--- src/rtl/mac_gate_seq_pkg.sv ---
// Shared widths and FSM encoding for the zero-gated MAC sequencer.
package mac_gate_seq_pkg;

    localparam int BW      = 4;
    localparam int PSUM_BW = 16;
    localparam int LEN_BW  = 4;
    localparam int STAT_BW = 16;

    typedef enum logic [1:0] {
        IDLE = 2'd0,
        ACC  = 2'd1,
        DONE = 2'd2
    } state_t;

endpackage

--- src/rtl/mac_gate_seq_if.sv ---
// Control, operand feed and result handshake bundle of the MAC sequencer.
interface mac_gate_seq_if
    import mac_gate_seq_pkg::*;
#(
    parameter int bw      = BW,
    parameter int psum_bw = PSUM_BW,
    parameter int len_bw  = LEN_BW,
    parameter int stat_bw = STAT_BW
);
    logic                start;
    logic [len_bw-1:0]   len_cfg;
    logic                in_valid;
    logic                in_ready;
    logic [bw-1:0]       a_in;
    logic [bw-1:0]       w_in;
    logic                out_valid;
    logic                out_ready;
    logic [psum_bw-1:0]  out_psum;
    logic                busy;
    logic                clr_stats;
    logic [stat_bw-1:0]  skip_cnt;

    modport master (
        output start, len_cfg, in_valid, a_in, w_in, out_ready, clr_stats,
        input  in_ready, out_valid, out_psum, busy, skip_cnt
    );

    modport slave (
        input  start, len_cfg, in_valid, a_in, w_in, out_ready, clr_stats,
        output in_ready, out_valid, out_psum, busy, skip_cnt
    );
endinterface

--- src/rtl/mac_gate_seq_mac.sv ---
// Zero-gated MAC datapath: out = (sum_term_zero ? 0 : c) + (product_term_zero ? 0 : a*b), purely combinational.
// Unsigned a, signed b; assumes psum_bw > 2*bw so the product always fits before sign extension.
module mac_gate_seq_mac
    import mac_gate_seq_pkg::*;
#(
    parameter int bw      = BW,
    parameter int psum_bw = PSUM_BW
) (
    input  logic [bw-1:0]              a,
    input  logic signed [bw-1:0]       b,
    input  logic signed [psum_bw-1:0]  c,
    input  logic                       product_term_zero,
    input  logic                       sum_term_zero,
    output logic signed [psum_bw-1:0]  out
);
    logic signed [2*bw:0]       a_ext;
    logic signed [2*bw:0]       b_ext;
    logic signed [2*bw:0]       prod;
    logic signed [psum_bw-1:0]  prod_ext;
    logic signed [psum_bw-1:0]  addend;

    always_comb begin
        // Operands are isolated to zero when gated so the multiplier does not toggle.
        a_ext    = '0;
        b_ext    = '0;
        if (!product_term_zero) begin
            a_ext = {{(bw+1){1'b0}}, a};
            b_ext = {{(bw+1){b[bw-1]}}, b};
        end
        prod     = a_ext * b_ext;
        prod_ext = {{(psum_bw-2*bw-1){prod[2*bw]}}, prod};
        addend   = sum_term_zero ? '0 : c;
        out      = addend + prod_ext;
    end
endmodule

--- src/rtl/mac_gate_seq.sv ---
// Sequences a zero-gated MAC over a programmed-length dot product; result valid 1 cycle after last accept.
// in_ready only in ACC; result held in DONE until out_ready; gated-multiply count saturates.
module mac_gate_seq
    import mac_gate_seq_pkg::*;
#(
    parameter int bw      = BW,
    parameter int psum_bw = PSUM_BW,
    parameter int len_bw  = LEN_BW,
    parameter int stat_bw = STAT_BW
) (
    input  logic          clk,
    input  logic          reset,
    mac_gate_seq_if.slave bus
);
    state_t                     state_q;
    state_t                     state_d;
    logic [len_bw-1:0]          len_q;
    logic [len_bw-1:0]          term_idx;
    logic signed [psum_bw-1:0]  psum_q;
    logic signed [psum_bw-1:0]  psum_next;
    logic [stat_bw-1:0]         skip_q;

    logic accept;
    logic prod_zero;
    logic first;
    logic last;
    logic start_ok;

    assign start_ok  = (state_q == IDLE) && bus.start && (bus.len_cfg != '0);
    assign accept    = bus.in_valid && (state_q == ACC);
    assign first     = (term_idx == '0);
    assign last      = ((term_idx + len_bw'(1)) == len_q);
    // With no accepted term the multiplier is held gated.
    assign prod_zero = !accept || (bus.a_in == '0) || (bus.w_in == '0);

    mac_gate_seq_mac #(
        .bw      (bw),
        .psum_bw (psum_bw)
    ) u_mac (
        .a                 (bus.a_in),
        .b                 (bus.w_in),
        .c                 (psum_q),
        .product_term_zero (prod_zero),
        .sum_term_zero     (first),
        .out               (psum_next)
    );

    always_ff @(posedge clk) begin
        if (reset) begin
            state_q <= IDLE;
        end else begin
            state_q <= state_d;
        end
    end

    always_comb begin
        state_d       = state_q;
        bus.in_ready  = 1'b0;
        bus.out_valid = 1'b0;
        bus.busy      = 1'b0;
        case (state_q)
            IDLE: begin
                if (start_ok) begin
                    state_d = ACC;
                end
            end
            ACC: begin
                bus.in_ready = 1'b1;
                bus.busy     = 1'b1;
                if (accept && last) begin
                    state_d = DONE;
                end
            end
            DONE: begin
                bus.out_valid = 1'b1;
                bus.busy      = 1'b1;
                if (bus.out_ready) begin
                    state_d = IDLE;
                end
            end
            default: begin
                state_d = IDLE;
            end
        endcase
    end

    always_ff @(posedge clk) begin
        if (reset) begin
            len_q    <= '0;
            term_idx <= '0;
            psum_q   <= '0;
        end else begin
            if (start_ok) begin
                len_q    <= bus.len_cfg;
                term_idx <= '0;
            end
            if (accept) begin
                psum_q   <= psum_next;
                term_idx <= term_idx + len_bw'(1);
            end
        end
    end

    always_ff @(posedge clk) begin
        if (reset || bus.clr_stats) begin
            skip_q <= '0;
        end else if (accept && prod_zero && (skip_q != '1)) begin
            skip_q <= skip_q + stat_bw'(1);
        end
    end

    assign bus.out_psum = psum_q;
    assign bus.skip_cnt = skip_q;

endmodule

--- src/flat_wrapper.sv ---
// flat-port wrapper written by rule: the top's interface ports become plain ports
module mac_gate_seq_flat import mac_gate_seq_pkg::*;
#(
    parameter int bw      = BW,
    parameter int psum_bw = PSUM_BW,
    parameter int len_bw  = LEN_BW,
    parameter int stat_bw = STAT_BW
)
  (clk, reset, bus_start, bus_len_cfg, bus_in_valid, bus_a_in, bus_w_in, bus_out_ready, bus_clr_stats, bus_in_ready, bus_out_valid, bus_out_psum, bus_busy, bus_skip_cnt);
  mac_gate_seq_if #(.bw(bw), .psum_bw(psum_bw), .len_bw(len_bw), .stat_bw(stat_bw)) bus_i ();
  input  logic clk;
  input  logic reset;
  input wire logic [$bits(bus_i.start)-1:0] bus_start;
  input wire logic [$bits(bus_i.len_cfg)-1:0] bus_len_cfg;
  input wire logic [$bits(bus_i.in_valid)-1:0] bus_in_valid;
  input wire logic [$bits(bus_i.a_in)-1:0] bus_a_in;
  input wire logic [$bits(bus_i.w_in)-1:0] bus_w_in;
  input wire logic [$bits(bus_i.out_ready)-1:0] bus_out_ready;
  input wire logic [$bits(bus_i.clr_stats)-1:0] bus_clr_stats;
  output wire logic [$bits(bus_i.in_ready)-1:0] bus_in_ready;
  output wire logic [$bits(bus_i.out_valid)-1:0] bus_out_valid;
  output wire logic [$bits(bus_i.out_psum)-1:0] bus_out_psum;
  output wire logic [$bits(bus_i.busy)-1:0] bus_busy;
  output wire logic [$bits(bus_i.skip_cnt)-1:0] bus_skip_cnt;
  assign bus_i.start = bus_start;
  assign bus_i.len_cfg = bus_len_cfg;
  assign bus_i.in_valid = bus_in_valid;
  assign bus_i.a_in = bus_a_in;
  assign bus_i.w_in = bus_w_in;
  assign bus_i.out_ready = bus_out_ready;
  assign bus_i.clr_stats = bus_clr_stats;
  assign bus_in_ready = bus_i.in_ready;
  assign bus_out_valid = bus_i.out_valid;
  assign bus_out_psum = bus_i.out_psum;
  assign bus_busy = bus_i.busy;
  assign bus_skip_cnt = bus_i.skip_cnt;
  mac_gate_seq #(.bw(bw), .psum_bw(psum_bw), .len_bw(len_bw), .stat_bw(stat_bw)) u_core (.clk(clk), .reset(reset), .bus(bus_i));
endmodule
--- config.mk ---
export PLATFORM = sky130hd
export DESIGN_NAME = mac_gate_seq_flat
export DESIGN_NICKNAME = d
export VERILOG_FILES = /design/src/rtl/mac_gate_seq_pkg.sv /design/src/rtl/mac_gate_seq_if.sv /design/src/rtl/mac_gate_seq_mac.sv /design/src/rtl/mac_gate_seq.sv /design/src/flat_wrapper.sv
export SDC_FILE = /design/constraint.sdc
export NUM_CORES = 1
export LEC_CHECK = 0
export BUFFER_PORTS_ARGS = -buffer_cell sky130_fd_sc_hd__buf_2
export CORE_MARGIN = 5
export CORE_UTILIZATION = 59
export DETAILED_ROUTE_END_ITERATION = 16
export PLACE_DENSITY = 0.9
export SYNTH_ARGS = -nofsm -noshare
export SYNTH_HDL_FRONTEND = slang
export SYNTH_SLANG_ARGS = --single-unit
--- constraint.sdc ---
create_clock -name clk -period 12 [get_ports clk]
set_input_delay 0 -clock clk [delete_from_list [all_inputs] [get_ports clk]]
set_output_delay 0 -clock clk [all_outputs]
set_load 0.03 [all_outputs]
==> flow_summary.yaml, run 1 <==
detailed_routing:
  wl_um: 7800
  dr.pass1.iters: 4
  drc_errors: 0
  wire_per_inst_um: 14.0
  antenna_left: 0
  drtIter0Drc: 155
  vias: 3138
  viasPerCell: 5.62
critical_path:
  worstSetupPathType: "reg2reg"
  endpoint_kind: "flip-flop"
  critPathMostFrequentCell: "ha_1"
  worstPathArrival_ns: 7.37
  path_max_fanout: 24
  critPathLaunchType: "flip-flop"
  critPathRequiredTime_ns: 12.20
  cp_slowest_cell: "nor3_1"
  max_stage_delay_ns: 1.00
logic_synthesis:
  ys.flop_type: "dfxtp_1"
  async_flop_share_pct: 0
  syn-cell-area_mm2: 0.00350
  syn_nets: 497
  synthCells: 432
  yosysUniqueCellTypes: 59
  postSynthAreaPerCell_um2: 8.10
  synth_edf_count: 0
  ys_seq_area_share_pct: 24.0
  yosysWarnings: 0
  ys_seq_elements: 42
clock_network:
  clkSlewWorstSetupHoldPaths_ns: 0.08
  postCtsSetupBuffers: 0
  cts-root-buf: "clkbuf_8"
  cts_max_level: 2
  clockBufferDepth: 2
  clock-sinks: 42
  worstSkewPairLatency_ns: 0.29
  cts_tree: "done"
  cts_buffers: 5
power:
  powerDensity_mw_per_mm2: 110
  vdd.ir_drop.worst_v: 0.000104
  leakage_nw: 1.86
timing:
  tns_ns: 0
  setup_viol: 0
  fmax_mhz: 139
  hold_viol: 0
  relSlewSlack_pct: 31.1
  fin_hold_ws_ns: 0.0215
  rsz0062_at_grt: "false"
  finalCritPeriodShare_pct: 59.8
  slew_viol_final: 0
  fin_crit_ns: 7.18
  skew_ns: 0.00428
  tightest_slew_ns: 1.03
die:
  die_w_um: 87.0
  die_y_um: 87.0
  core.rowCount: 28
  initial_utilization_pct: 59.8
  design.core.area_mm2: 0.00585
  fp.dieArea_mm2: 0.00757
  ios: 53
placement:
  numPortBuffers: 52
  place_hpwl_um: 6020
  place.gp.congestion: 0.894
  placed_area_mm2: 0.00379
outcome:
  outcome: "completed"
cells_and_area:
  drive_gt1_share_pct: 15.9
  diodes: 0
  nets: 547
  layout_commonest_cell: "buf_2"
  final_cell_mix: "52 x buf_2, 42 x dfxtp_1, 41 x nand2_1, 38 x inv_1, 38 x a21oi_1"
  final_cell_area_mm2: 0.00394
  syn_to_final_growth_pct: 12.8
grt:
  grt_max_degree: 31
  grt_pass1_wl_um: 13200
  grt_use_total_pct: 21.5
  antenna_found_initial: 0
  grt_pass1_vias: 3028
  grt_overflow: 0
flow_run:
  max-cap-violations: 0
worst_hold_path:
  holdCritPathClass: "in2reg"
registers in the layout, summed over array words and instances, names as in the netlist:
| name | flops |
|---|---|
| u_core.bus.out_psum | 16 |
| u_core.bus.skip_cnt | 16 |
| u_core.len_q | 4 |
| u_core.state_q | 2 |
| u_core.term_idx | 4 |
cell families (layout without fill, tap and decap cells):
kind of cell | after synthesis | count (layout) | synth area share [%]
XOR/XNOR | 30 | 30 | 8.16
buffers and inverters | 52 | 103 | 5.80
AO/OA/AOI/OAI | 92 | 92 | 17.3
flip-flops | 42 | 42 | 24.0
AND/OR/NAND/NOR | 163 | 163 | 23.6
multiplexers | 5 | 5 | 1.82
adder cells (fa/ha/maj) | 48 | 48 | 19.3
critical path: cells and delay by family, from the launching register on:
kind	cells	cell delay, ns
AND/OR/NAND/NOR	7	3.04
adder cells (fa/ha/maj)	6	2.02
AO/OA/AOI/OAI	7	1.28
flip-flops	1	0.33
buffers and inverters	3	0.23
multiplexers	1	0.10
XOR/XNOR	1	0.09
final timing paths:
check	slack [ns]	depth (start not counted)	startpoint	end
worst max-delay path	4.82	25	u_core.state_q[1]	u_core.bus.out_psum[13]
worst min-delay path	0.02	3	bus_start	u_core.len_q[1]
worst max register to register	4.82	25	u_core.state_q[1]	u_core.bus.out_psum[13]
worst min register to register	0.47	2	u_core.bus.out_psum[10]	u_core.bus.out_psum[10]
synthesized netlist by cell type (2+ instances only):
cell type,number,share of area (%)
a211oi_1,4,0.86
a21o_1,3,0.64
a21oi_1,38,5.4
a21oi_2,2,0.50
a22oi_1,2,0.43
a31oi_1,2,0.36
and2_1,17,3.0
and3_1,15,2.7
and4_1,4,1.0
buf_1,2,0.21
clkbuf_1,10,1.1
dfxtp_1,42,24
fa_1,10,5.7
ha_1,37,13
inv_1,38,4.1
mux2i_1,3,0.86
nand2_1,41,4.4
nand2b_1,3,0.54
nand3_1,16,2.3
nand3b_1,2,0.43
nand4_1,2,0.36
nor2_1,36,3.9
nor2b_1,2,0.36
nor3_1,7,1.0
nor4_1,3,0.54
o211ai_1,2,0.43
o21a_1,4,0.86
o21ai_0,17,2.4
o21bai_1,4,0.86
or2_2,2,0.36
or2b_1,2,0.43
or3_1,7,1.3
xnor2_1,16,4.0
xor2_1,11,2.8
xor2_2,2,0.93
routing by layer:
metal | part of all wire [%] | GRT usage, % | vias to the layer above
li1 | - | - | 1588
met1 | 43 | 25.2 | 1464
met2 | 51 | 39.4 | 77
met3 | 5.8 | 4.45 | 9
met4 | 1.0 | 5.52 | 0
met5 | 0 | 0 | -
per-stage QoR:
stage / cells / power [mW] / setup WS, ns / utilization (%)
after floorplan: 432 / 0.293 / 5.90 / -
after global placement: 546 / 0.319 / 5.21 / 64.9
after detailed placement: 546 / 0.327 / 4.92 / 64.9
after CTS: 558 / 0.438 / 4.88 / 67.4
after global routing: 558 / 0.467 / 4.28 / 67.4
final: 558 / 0.434 / 4.82 / 67.4
area by class of cell:
class / instances / area, um2
clock inverters: 3 / 40.0
inverters: 39 / 146
repair buffers: 56 / 300
well taps: 75 / 93.8
flip-flops and latches: 42 / 841
multi-input cells: 338 / 2450
fillers: 474 / 1910
clock buffers: 5 / 68.8
repair_timing:
item	CTS	global route
hold buffers	4	0
hold endpoints to repair	4	0
gates resized for setup	0	0
power breakdown:
part | leakage, nW | total [mW] | switching [mW] | internal (mW)
combinational | 1.46 | 0.167 | 0.106 | 0.0605
clock | 0.0579 | 0.110 | 0.0486 | 0.0612
sequential | 0.340 | 0.158 | 0.00866 | 0.149
total | 1.86 | 0.434 | 0.164 | 0.271
No activity file was read; power rests on OpenSTA's default activity.
==> inputs of run 2 (changes only) <==
Settings changed: CORE_UTILIZATION 59 to 58, PLACE_DENSITY 0.9 to 0.89.
Clock period 12 ns to 6.8 ns, I/O delays scaled along.
==> flow_summary.yaml, run 2 (synthesis gave the netlist of run 1 again) <==
outcome:
  outcome: "completed"
detailed_routing:
  dr.pass1.iters: 4
  viasPerCell: 5.64
  wl_um: 7810
  antenna_left: 0
  drtIter0Drc: 187
  wire_per_inst_um: 13.9
  drc_errors: 0
  vias: 3166
critical_path:
  r2r_slack_ns: 0.63
  timing.rr.end: "u_core.bus.out_psum[13]"
  endpoint_kind: "flip-flop"
  path_max_fanout: 15
  crit_end: "u_core.bus.out_psum[13]"
  critPathLaunchType: "flip-flop"
  reg2reg_from: "u_core.state_q[1]"
  critPathLaunch: "u_core.state_q[1]"
  worstSetupPathType: "reg2reg"
  critPathRequiredTime_ns: 7.00
  worstPathArrival_ns: 6.37
  rr_worst_depth: 26
timing:
  setup_viol: 0
  tightest_slew_ns: 0.789
  fmax_mhz: 162
  tns_ns: 0
  fin_ws_ns: 0.634
  skew_ns: 0.00433
  relSlewSlack_pct: 47.4
  hold_viol: 0
  fin_crit_ns: 6.17
  finalCritPeriodShare_pct: 90.7
  rsz0062_at_grt: "false"
  slew_viol_final: 0
placement:
  place.gp.congestion: 0.842
  place_hpwl_um: 5960
  pre_cts_slack_ns: 0.733
  numPortBuffers: 52
die:
  ios: 53
  die_y_um: 87.7
  fp.dieArea_mm2: 0.00768
  design.core.area_mm2: 0.00589
  die_w_um: 87.7
  core.rowCount: 28
  initial_utilization_pct: 59.4
worst_hold_path:
  holdCritPathClass: "in2reg"
cells_and_area:
  syn_to_final_growth_pct: 13.1
  diodes: 0
  final_cell_mix: "52 x buf_2, 42 x dfxtp_1, 41 x nand2_1, 38 x inv_1, 38 x a21oi_1"
  layout_commonest_cell: "buf_2"
  drive_gt1_share_pct: 16.3
  nets: 550
  n_fill_cell: 467
grt:
  grt_pass1_vias: 3183
  grt_use_total_pct: 21.0
  grt_overflow: 0
  grt_pass1_wl_um: 13200
  antenna_found_initial: 0
  grt_max_degree: 31
power:
  vdd.ir_drop.worst_v: 0.000226
  total_power_uw: 748
  powerDensity_mw_per_mm2: 189
  leakage_nw: 1.86
clock_network:
  clock-sinks: 42
  cts_tree: "done"
  clkSlewWorstSetupHoldPaths_ns: 0.08
  worstSkewPairLatency_ns: 0.30
  postCtsSetupBuffers: 0
  cts_buffers: 5
  cts_max_level: 2
  cts-root-buf: "clkbuf_8"
  clockBufferDepth: 2
flow_run:
  max-cap-violations: 0
## run 2: changes by cell type in the layout (fill, tap and decap cells not counted), sizes merged
cell	delta
bufinv	-1
clkinv	-1
buf	+2
clkbuf	+1
clkinvlp	+1
dlygate4sd3	+1
## run 2: what timing repair did
action                                 CTS  global route
hold buffers                             5             0
resized for setup                        0             0
endpoints found under the hold margin    4             0
## run 2: layout make-up
class | count | area (um2) | area share, %
well taps | 75 | 93.8 | 2.37
inverters | 39 | 146 | 3.70
clock buffers | 6 | 82.6 | 2.09
flip-flops and latches | 42 | 841 | 21.3
multi-input cells | 338 | 2450 | 62.0
repair buffers | 59 | 325 | 8.23
clock inverters | 2 | 12.5 | 0.316
## run 2: critical path, cell delays in order (launching register included)
cell,delay (ns)
dfxtp_1,0.33
inv_1,0.12
ha_1,0.29
nand2_1,0.11
nor3_1,0.21
buf_4,0.20
and3_1,0.18
ha_1,0.22
inv_1,0.08
fa_1,0.44
fa_1,0.52
inv_1,0.05
ha_1,0.34
a21oi_1,0.25
o21bai_1,0.10
a21oi_1,0.17
xnor2_1,0.09
ha_1,0.22
or4_1,0.44
nor2_1,0.11
o21ai_0,0.14
nand4_1,0.17
mux2i_4,0.10
o41ai_4,0.44
a211oi_1,0.14
or4b_1,0.54
o311ai_1,0.09
## run 2: stage by stage
stage / utilization (%) / instance area [um2] / hold slack [ns] / std cells
floorplan: - / 3500 / 0.147 / 432
global placement: 64.7 / 3810 / 0.271 / 548
detailed placement: 64.7 / 3810 / 0.282 / 548
CTS: 67.2 / 3960 / 0.00423 / 561
global route: 67.2 / 3960 / 0.0374 / 561
finish: 67.2 / 3960 / 0.0211 / 561
## run 2: where the power goes
part | internal (mW) | switching, mW | leakage, nW
Sequential | 0.263 | 0.0155 | 0.340
Clock | 0.0816 | 0.0862 | 0.0472
Combinational | 0.111 | 0.191 | 1.47
Total | 0.456 | 0.292 | 1.86
## run 2: worst min path at each step
| stage | cells after the start | start | to | slack [ns] |
|---|---|---|---|---|
| floorplan | 2 | bus_len_cfg[0] | u_core.len_q[0] | 0.15 |
| global placement | 3 | bus_len_cfg[3] | u_core.len_q[3] | 0.27 |
| detailed placement | 3 | bus_len_cfg[3] | u_core.len_q[3] | 0.28 |
| CTS | 3 | bus_start | u_core.len_q[3] | 0.004 |
| global route | 3 | bus_start | u_core.len_q[2] | 0.04 |
| finish | 3 | bus_start | u_core.len_q[3] | 0.02 |
## run 2: layer usage
metal	routed length (um)	vias up	part of all wire, %	GRT usage [%]
li1	-	1596	-	-
met3	446	8	5.7	4.14
met4	58	0	0.74	6.69
met2	4010	79	51	38.6
met5	0	-	0	0
met1	3290	1483	42	24.2
